===== config.mk =====
export PLATFORM = sky130hd
export DESIGN_NAME = if_fetch_stage
export DESIGN_NICKNAME = d
export VERILOG_FILES = /design/src/rtl/if_fetch_stage.sv
export SDC_FILE = /design/constraint.sdc
export NUM_CORES = 1
export LEC_CHECK = 0
export CAP_MARGIN = 20
export CORE_ASPECT_RATIO = 1.25
export CORE_MARGIN = 3
export CORE_UTILIZATION = 40
export CTS_CLUSTER_DIAMETER = 120
export DETAILED_ROUTE_END_ITERATION = 10
export GPL_ROUTABILITY_DRIVEN = 0
export HOLD_SLACK_MARGIN = 0.05
export PLACE_DENSITY = 0.71
export SYNTH_ARGS = -nofsm -noshare
export SYNTH_HDL_FRONTEND = slang
export SYNTH_SLANG_ARGS = --single-unit

===== constraint.sdc =====
create_clock -name i_clk -period 7.6 [get_ports i_clk]
set_input_delay 1.9 -clock i_clk [delete_from_list [all_inputs] [get_ports i_clk]]
set_output_delay 1.9 -clock i_clk [all_outputs]
set_load 0.01 [all_outputs]

===== src/rtl/if_fetch_stage.sv =====
// Instruction-fetch stage: one outstanding imem request, FWFT instruction queue, PC advance/redirect.
// Optional performance counters enabled by defining IF_FETCH_PERF_CNT_EN.
module if_fetch_stage #(
   parameter int DEPTH = 2
) (
   input  logic        i_clk,
   input  logic        i_rst,
   input  logic [31:0] i_pc,
   output logic        o_pc_wr_en,
   output logic [31:0] o_pc_next,
   output logic        o_imem_req,
   output logic [31:0] o_imem_addr,
   input  logic        i_imem_ack,
   input  logic [31:0] i_imem_rdata,
   input  logic        i_redirect,
   input  logic [31:0] i_redirect_pc,
   output logic        o_valid,
   output logic [31:0] o_instr,
   output logic [31:0] o_instr_pc,
   input  logic        i_ready
`ifdef IF_FETCH_PERF_CNT_EN
   ,
   output logic [31:0] o_perf_fetched,
   output logic [31:0] o_perf_flushed
`endif
);

   localparam int PTR_W = $clog2(DEPTH);
   localparam int CNT_W = PTR_W + 1;
   localparam logic [PTR_W-1:0] PTR_ONE = PTR_W'(1);
   localparam logic [CNT_W-1:0] CNT_ONE = CNT_W'(1);
   localparam logic [CNT_W-1:0] CNT_FULL = CNT_W'(DEPTH);

   typedef enum logic [1:0] {
      S_REQ   = 2'd0,
      S_HOLD  = 2'd1,
      S_DRAIN = 2'd2
   } state_t;

   state_t             state_r;
   state_t             state_nxt_s;
   logic [31:0]        addr_r;
   logic [CNT_W-1:0]   count_r;
   logic [CNT_W-1:0]   count_nxt_s;
   logic [PTR_W-1:0]   rd_ptr_r;
   logic [PTR_W-1:0]   wr_ptr_r;
   logic [31:0]        instr_q_r [DEPTH];
   logic [31:0]        pc_q_r    [DEPTH];
   logic               ack_s;
   logic               push_s;
   logic               pop_s;
   logic               discard_s;

   assign o_valid    = (count_r != {CNT_W{1'b0}});
   assign o_instr    = instr_q_r[rd_ptr_r];
   assign o_instr_pc = pc_q_r[rd_ptr_r];

   // Handshake decode, PC write port, queue count and next-state logic.
   always_comb begin
      o_imem_req  = 1'b0;
      o_imem_addr = i_pc;
      o_pc_wr_en  = 1'b0;
      o_pc_next   = i_pc + 32'd4;
      state_nxt_s = state_r;
      count_nxt_s = count_r;
      // An ack with no request outstanding (S_HOLD) or during reset is ignored.
      ack_s     = i_imem_ack && !i_rst && (state_r != S_HOLD);
      push_s    = ack_s && (state_r == S_REQ) && !i_redirect;
      discard_s = ack_s && ((state_r == S_DRAIN) || i_redirect);
      pop_s     = o_valid && i_ready && !i_rst;

      if (i_rst) begin
         o_imem_req = 1'b0;
      end else begin
         o_imem_req = (state_r == S_REQ) || (state_r == S_DRAIN);
      end

      if (state_r == S_DRAIN) begin
         o_imem_addr = addr_r;
      end else begin
         o_imem_addr = i_pc;
      end

      if (i_rst) begin
         o_pc_wr_en = 1'b0;
      end else if (i_redirect) begin
         o_pc_wr_en = 1'b1;
         o_pc_next  = i_redirect_pc;
      end else if (push_s) begin
         o_pc_wr_en = 1'b1;
      end else begin
         o_pc_wr_en = 1'b0;
      end

      if (i_redirect) begin
         count_nxt_s = {CNT_W{1'b0}};
      end else begin
         case ({push_s, pop_s})
            2'b10:   count_nxt_s = count_r + CNT_ONE;
            2'b01:   count_nxt_s = count_r - CNT_ONE;
            default: count_nxt_s = count_r;
         endcase
      end

      case (state_r)
         S_REQ: begin
            if (i_redirect) begin
               state_nxt_s = ack_s ? S_REQ : S_DRAIN;
            end else if (push_s && (count_nxt_s == CNT_FULL)) begin
               state_nxt_s = S_HOLD;
            end else begin
               state_nxt_s = S_REQ;
            end
         end
         S_HOLD: begin
            if (i_redirect || (count_nxt_s < CNT_FULL)) begin
               state_nxt_s = S_REQ;
            end else begin
               state_nxt_s = S_HOLD;
            end
         end
         S_DRAIN: begin
            state_nxt_s = ack_s ? S_REQ : S_DRAIN;
         end
         default: state_nxt_s = S_REQ;
      endcase
   end

   // FSM, queue pointers and the drain address register.
   always_ff @(posedge i_clk) begin
      if (i_rst) begin
         state_r  <= S_REQ;
         count_r  <= {CNT_W{1'b0}};
         rd_ptr_r <= {PTR_W{1'b0}};
         wr_ptr_r <= {PTR_W{1'b0}};
         addr_r   <= 32'd0;
      end else begin
         state_r <= state_nxt_s;
         count_r <= count_nxt_s;
         if (state_r == S_REQ) begin
            addr_r <= i_pc;
         end
         if (i_redirect) begin
            rd_ptr_r <= {PTR_W{1'b0}};
            wr_ptr_r <= {PTR_W{1'b0}};
         end else begin
            if (push_s) wr_ptr_r <= wr_ptr_r + PTR_ONE;
            if (pop_s)  rd_ptr_r <= rd_ptr_r + PTR_ONE;
         end
      end
   end

   // Queue storage; contents are qualified by count_r so no reset is needed.
   always_ff @(posedge i_clk) begin
      if (push_s) begin
         instr_q_r[wr_ptr_r] <= i_imem_rdata;
         pc_q_r[wr_ptr_r]    <= i_pc;
      end
   end

`ifdef IF_FETCH_PERF_CNT_EN
   logic [31:0] flush_inc_s;

   // Flushed = entries still queued after this cycle's pop, plus any dropped response.
   always_comb begin
      if (i_redirect && !i_rst) begin
         flush_inc_s = 32'(count_r) - 32'(pop_s) + 32'(discard_s);
      end else begin
         flush_inc_s = 32'(discard_s);
      end
   end

   // Free-running performance counters.
   always_ff @(posedge i_clk) begin
      if (i_rst) begin
         o_perf_fetched <= 32'd0;
         o_perf_flushed <= 32'd0;
      end else begin
         o_perf_fetched <= o_perf_fetched + 32'(push_s);
         o_perf_flushed <= o_perf_flushed + flush_inc_s;
      end
   end
`endif

endmodule


==> reports/metrics.csv, run 1 <==
metric,value,unit
drt drc,0,
Area Overhead vs Synth,42.31,%
Post-synth ARST share,0,
initial drt markers,297,
mean area per synthesized cell,12.60,um^2
sequential area share after synthesis,0.6305,
instance area at placement,9834,um^2
final slew viol count,0,
Syn. warnings,0,
final setup skew,0.01202,ns
CTS tree,yes,
Setup Buffers After CTS,0,
die height,157.4,um
"count leader, synth",edfxtp_1,
area of the die,20010,um^2
worst-case clock buffer depth,2,
"setup slack, reg-to-reg",4.93,ns
diodes inserted,0,
post-route minimum period,6.833,ns
Routed Antenna Nets,0,
status,"complete, no violations",
hold_buf cts,0,
Avg WL per Cell,18.76,um
share of cells above drive strength 1,0.1775,
routed via count,5485,
Cell variety after synth,35,
post-DP HPWL,13220,um
WL final,19530,um
crit start category,input pin,
Max Cap Viol,0,
initial antenna violation count,0,
cts repair resizes,0,
first-pass GRT wire length,29960,um
worst hold path type,reg -> reg,
"area leader, netlist",edfxtp_1,
final period utilization,0.8991,
IO Port Bufs,231,
Worst EP arrival,4.93,ns
worst skew pair latency,0.42,ns
Crit Path Category,in -> out,
Yosys reg bits,167,
Post-synth EDFFs,128,
fmax,0.1463,GHz
synth top area cells,"edfxtp_1, mux2_2, dfxtp_1",
H-tree depth,4,
Num CTS Buffers,17,
Final Cell Area,10440,um^2
CTS sink count,167,
Fill cells,1460,
root buf cell,clkbuf_16,
Synth Flop Type,edfxtp_1,
syn nets,685,
crit-path max FO,14,
vias per cell,5.269,
GRT Total Usage,0.1935,
Pleak,3.560,nW
Mapped Area,7335,um^2
largest net degree at the start of global routing,65,
nets,907,
Final Hold Fails,0,
commonest cells in the synthesized netlist,"edfxtp_1, nand2_1, mux2_2, dfxtp_1, a21oi_1",
Starting Density,0.4143,
Cells after Synth,582,
PwrDens,204.2,nW/um^2
GRT overflow,0,
IO Count,232,
final non-filler cell total,1041,
Worst-Margin Slew,1.082,ns
placed insts,1009,
Slew headroom,0.2772,
WP data required,5.70,ns
clk slew on worst S/H paths,0.06,ns
first drt pass iteration count,5,
"Setup violations, final",0,
top-area cell type share of the netlist area,0.5241,
Core ar.,17700,um^2
Cell Rows,54,
CP Capture Type,primary output,
die span in x,127.1,um
Setup TNS,0,ns
VDD IR-drop max,0.1479,mV
RSZ-0062 raised after global routing,no,
vias in the first global route,5572,
## area by class of cell
| type | count | area, um^2 | share of cell area |
|---|---|---|---|
| timing repair buffer | 238 | 2365 | 0.2266 |
| inverter | 5 | 18.77 | 0.001798 |
| clock buffer | 25 | 553.0 | 0.05298 |
| clock inverter | 7 | 50.05 | 0.004795 |
| tap | 224 | 280.3 | 0.02685 |
| multi-input combinational | 375 | 2542 | 0.2436 |
| sequential | 167 | 4628 | 0.4434 |
## sequential cells by signal (all words and copies together), names as in the netlist, named ones only
signal     cells
addr_r        32
count_r        2
instr_q_r     64
pc_q_r        64
rd_ptr_r       1
state_r        2
wr_ptr_r       1
## per-layer routing
metal,share of wire,routed length (um),track usage,up-vias
li1,-,-,-,2588
met1,0.40,7729,0.2252,2664
met2,0.52,10150,0.3398,199
met3,0.058,1128,0.04820,34
met4,0.027,518,0.08227,0
met5,0,0,0,-
## cell usage in the layout (no fill, tap or decap), drive strengths merged, types with 11 or more instances in the layout
cell,synthesis,layout
nor2,30,30
dfxtp,39,39
o21ai,25,25
mux2,92,92
clkdlybuf4s50,0,231
edfxtp,128,128
a21oi,34,34
a31oi,15,15
nand2,98,98
nand3,11,11
xnor2,13,13
clkbuf,26,25
## final timing paths
path / startpoint / endpoint / cells after the start
setup reg to reg: state_r[0] / pc_q_r[0][22] / 5
setup / recovery: i_pc[2] / o_pc_next[30] / 7
hold / removal: addr_r[22] / addr_r[22] / 2
hold reg to reg: addr_r[22] / addr_r[22] / 2
## metrics by stage
stage	util	worst slack [ns]	power, mW	hold slack, ns
2_1_floorplan	-	1.561	1.132	0.4329
3_3_place_gp	0.5556	0.8600	1.295	0.4383
3_5_place_dp	0.5556	0.7688	1.300	0.4451
4_1_cts	0.5896	0.7667	2.153	0.4546
5_1_grt	0.5896	0.6629	2.207	0.4743
6_report	0.5896	0.7669	2.131	0.4530
## cells by family after synthesis
kind of cell	after synthesis	share of synthesized area
compound gates	82	0.06124
xor+xnor	18	0.02149
fa+ha+maj	2	0.003411
buf+inv	40	0.02593
flops	167	0.6305
mux	92	0.1412
simple gates	181	0.1162
## where the power goes
group	switching (mW)	leakage, nW	internal, mW
Combinational	0.120	1.77	0.147
Clock	0.341	0.304	0.510
Sequential	0.00880	1.48	1.01
## worst max-delay path: stages
cell and delay (ns):
clkdlybuf4s50_1 0.64, ha_1 0.27, nand3_1 0.14, or4_4 0.66, or4_1 0.54, a31oi_1 0.20
clkdlybuf4s50_1 0.57
Note: power is estimated with default switching activity, not from simulation.
==> inputs of run 2 (changes only) <==
HOLD_SLACK_MARGIN = unset   (was 0.05)
clock period = 6.4 ns   (was 7.6 ns; I/O delays follow)
==> reports/metrics.csv, run 2 (synthesized netlist as in run 1, its figures left out) <==
metric,value,unit
Setup TNS,0,ns
vias in the first global route,5833,
area of the die,20010,um^2
"setup slack, reg-to-reg",3.71,ns
final slew viol count,0,
IO Count,232,
Num CTS Buffers,17,
worst skew pair latency,0.41,ns
Final Hold Fails,0,
"commonest cells after routing, fill and taps aside","clkdlybuf4s50_1, edfxtp_1, nand2_1",
WP data required,4.80,ns
Starting Density,0.4143,
worst setup margin,0.2523,ns
WL final,19770,um
Fill cells,1470,
post-DP HPWL,13460,um
Setup Buffers After CTS,0,
PwrDens,235.9,nW/um^2
CP Capture Type,primary output,
Max Cap Viol,0,
H-tree depth,4,
initial antenna violation count,0,
GRT Total Usage,0.1973,
CTS sink count,167,
post-route minimum period,6.148,ns
worst hold path type,reg -> reg,
share of cells above drive strength 1,0.1790,
final setup skew,0.006252,ns
worst-case clock buffer depth,2,
first-pass GRT wire length,30550,um
fmax,0.1627,GHz
crit path launch,i_pc[3],
Setup WS pre-CTS,0.2565,ns
crit-path max FO,14,
die height,157.4,um
status,"complete, no violations",
RR Endpoint,instr_q_r[0][9],
nets,912,
root buf cell,clkbuf_16,
Crit Path Category,in -> out,
R2R cell count,5,
Setup crit end,o_pc_next[30],
Worst EP arrival,4.55,ns
GRT overflow,0,
Avg WL per Cell,18.92,um
Routed Antenna Nets,0,
first drt pass iteration count,5,
Cell Rows,54,
diodes inserted,0,
VDD IR-drop max,0.1482,mV
Slew headroom,0.2812,
reg-to-reg startpoint,state_r[0],
RSZ-0062 raised after global routing,no,
"most common cell after layout, fill and taps aside",clkdlybuf4s50_1,
drt drc,0,
Largest regs,"instr_q_r: 64 flops, pc_q_r: 64 flops, addr_r: 32 flops",
clk slew on worst S/H paths,0.06,ns
Finished Core Util,0.5879,
"Setup violations, final",0,
routed via count,5445,
vias per cell,5.211,
area of the multi-input gates,2542,um^2
IO Port Bufs,231,
CTS tree,yes,
initial drt markers,386,
Reg area,4628,um^2
cts repair resizes,0,
largest net degree at the start of global routing,65,
hold_buf cts,0,
die span in x,127.1,um
crit start category,input pin,
final period utilization,0.9606,
Worst-Margin Slew,1.076,ns
Area Overhead vs Synth,41.90,%
Core ar.,17700,um^2
Total Power,2.456,mW
Pleak,3.536,nW
==> run 2: cell types whose count changed in the layout (fill, tap and decap cells not counted) <==
cell and change:
buf_4 +5, clkbuf_16 -3, clkbuf_8 -3, clkinv_2 +3
clkinvlp_4 +3, inv_4 -3, clkinv_1 +2, bufinv_16 +1
clkbuf_4 -1
==> run 2: area by class of cell <==
class | count | share of cell area
clock buffer | 18 | 0.04124
clock inverter | 13 | 0.01022
inverter | 5 | 0.001803
multi-input combinational | 375 | 0.2443
sequential | 167 | 0.4447
tap | 224 | 0.02693
timing repair buffer | 243 | 0.2308
==> run 2: critical path, cell delays in order <==
cell and delay, ns:
clkdlybuf4s50_1 0.59, ha_1 0.25, nand3_1 0.14, or4_4 0.65, or4_1 0.55, a31oi_1 0.19, clkdlybuf4s50_1 0.56
==> run 2: worst min path at each step <==
stage,depth (start not counted),end,slack [ns],start
5_1_grt,2,addr_r[24],0.47,addr_r[24]
4_1_cts,2,addr_r[27],0.46,addr_r[27]
3_3_place_gp,2,addr_r[23],0.44,addr_r[23]
3_5_place_dp,2,addr_r[29],0.45,addr_r[29]
2_1_floorplan,2,addr_r[0],0.43,addr_r[0]
6_report,2,addr_r[29],0.45,addr_r[29]
==> run 2: metrics by stage <==
| stage | area, um^2 | hold slack (ns) | cells |
|---|---|---|---|
| after floorplan | 7335 | 0.4329 | 582 |
| after global placement | 9872 | 0.4386 | 1014 |
| after detailed placement | 9872 | 0.4470 | 1014 |
| after CTS | 10410 | 0.4559 | 1045 |
| after global routing | 10410 | 0.4743 | 1045 |
| final | 10410 | 0.4533 | 1045 |
==> run 2: metal layers <==
layer	global-route usage	up-vias	routed length [um]
met3	0.04786	32	1117
met5	0	-	0
met2	0.3514	198	10430
met4	0.07869	0	434
li1	-	2589	-
met1	0.2284	2626	7786
==> run 2: where the power goes <==
part / switching [mW] / internal (mW)
Sequential: 0.0106 / 1.19
Combinational: 0.144 / 0.176
Clock: 0.402 / 0.530
Total: 0.556 / 1.90
==> patch, RTL diff (settings of run 2) <==
The parameter `DEPTH` goes from 2 to 4.
--- a/src/rtl/if_fetch_stage.sv
+++ b/src/rtl/if_fetch_stage.sv
@@ -1,7 +1,7 @@
 // Instruction-fetch stage: one outstanding imem request, FWFT instruction queue, PC advance/redirect.
 // Optional performance counters enabled by defining IF_FETCH_PERF_CNT_EN.
 module if_fetch_stage #(
-   parameter int DEPTH = 2
+   parameter int DEPTH = 4
 ) (
    input  logic        i_clk,
    input  logic        i_rst,
Formal check against the unedited RTL: not equivalent (Yosys sat finds a counterexample within 4 cycles, from zero or initial values and one cycle with i_rst high).
==> patch against run 2 <==
  * Power grew 71%
  * Utilization shrank 5.6 points
  * Clock skew grew 0.0075 ns
  * Wire length grew 53%
  * Area after synthesis grew 67%
  * Count of clock-buffer cells in the layout grew 25
  * Critical path depth is the same
  * Cell area grew 54%
  * Setup slack gained 0.034 ns
  * Combinational power grew 9.1%
  * Via count grew 36%
  * Sequential cell count grew 132
==> patch: results <==
[clocking]
clock_latency_ns = 0.55
postCtsSetupBuffers = 0
cts-resized-gates = 0
path_clk_slew_ns = 0.06
cts_made_buffers = 30
cts.path.max_buffers = 3
cts-root-buf = clkbuf_16
htree_num_levels = 1

[worst_setup_path]
cp_max_fo = 14
crit_arrival_ns = 4.51

[layout]
multi_input_area_um2 = 3480
top_regs = instr_q_r (128), pc_q_r (128), addr_r (32)
fillerInstances = 2452
layout-drive-gt1-share = 0.178
nets = 1089

[placement]
port_buffers = 231
dp_hpwl_um = 18800

[detailed_routing]
drtPass1Iterations = 6
vias = 7398
first_iter_violations = 452
routed_wl_um = 30200

[power_and_ir_drop]
vdd_drop_max_uv = 148
power_leakage_nw = 5.20

[synthesis]
synth_area_leaders = edfxtp_1 63%, mux4_2 12%, dfxtp_1 7.0%
ys_seq_area_frac = 0.698
synth_common_cells = 256 x edfxtp_1, 78 x nand2_1, 64 x mux4_2
synth_edf_count = 256
ys_types = 39
synth_fp_nets = 849

[global_route]
antenna_found_initial = 0
grt_pass1_vias = 7744
track_usage = 0.184
grt_pass1_wl_um = 46300

[run_status]
status = finished clean

[timing]
slew_headroom = 0.292
clock-skew-final_ns = 0.0138

[hold_path]
hold_path.class = reg2reg
-- patch: power breakdown --
part	leakage (nW)	internal (mW)	switching [mW]
clock	0.459	0.985	0.715
combinational	2.07	0.184	0.164
sequential	2.67	2.14	0.0109
-- patch: worst max-delay path, stage by stage --
cell             delay [ns]
clkdlybuf4s50_1        0.71
ha_1                   0.29
and4_1                 0.35
nand3_2                0.26
or4_1                  0.55
a31oi_1                0.19
clkdlybuf4s50_1        0.57
-- patch: final cells by class --
type	count	share of cell area
Sequential cell	299	0.534
Multi-Input combinational cell	390	0.217
Timing Repair Buffer	255	0.156
Clock buffer	43	0.0519
Tap cell	401	0.0313
Clock inverter	12	0.00797
Inverter	5	0.00117
-- patch: path summary, 6_finish.rpt --
| kind | startpoint | endpoint | slack, ns | depth (start not counted) |
|---|---|---|---|---|
| setup / recovery | i_pc[2] | o_pc_next[30] | 0.29 | 7 |
| hold reg to reg | addr_r[13] | addr_r[13] | 0.45 | 2 |
| hold / removal | addr_r[13] | addr_r[13] | 0.45 | 2 |
| setup reg to reg | state_r[0] | state_r[0] | 3.19 | 10 |
-- patch: through the flow --
stage          worst slack [ns]  cells  total power [mW]  area [um^2]
2_1_floorplan              1.75    741              2.32        12300
3_3_place_gp              0.402   1349              2.54        15000
3_5_place_dp              0.303   1349              2.55        15000
4_1_cts                   0.298   1404              4.25        16000
5_1_grt                   0.188   1405              4.35        16000
6_report                  0.286   1405              4.20        16000
-- patch: per-layer routing --
layer	global-route usage	vias to the layer above	share of wire
met3	0.0354	45	0.060
met2	0.315	229	0.51
met5	0	-	0
met4	0.0515	0	0.024
li1	-	3393	-
met1	0.239	3731	0.41
-- patch: kinds of logic after synthesis --
| logic type | after synthesis | synth area share |
|---|---|---|
| AND/OR/NAND/NOR | 184 | 0.0747 |
| AO/OA/AOI/OAI | 85 | 0.0394 |
| adder cells (fa/ha/maj) | 7 | 0.00776 |
| multiplexers | 98 | 0.149 |
| flip-flops | 299 | 0.698 |
| XOR/XNOR | 16 | 0.0114 |
| buffers and inverters | 52 | 0.0201 |
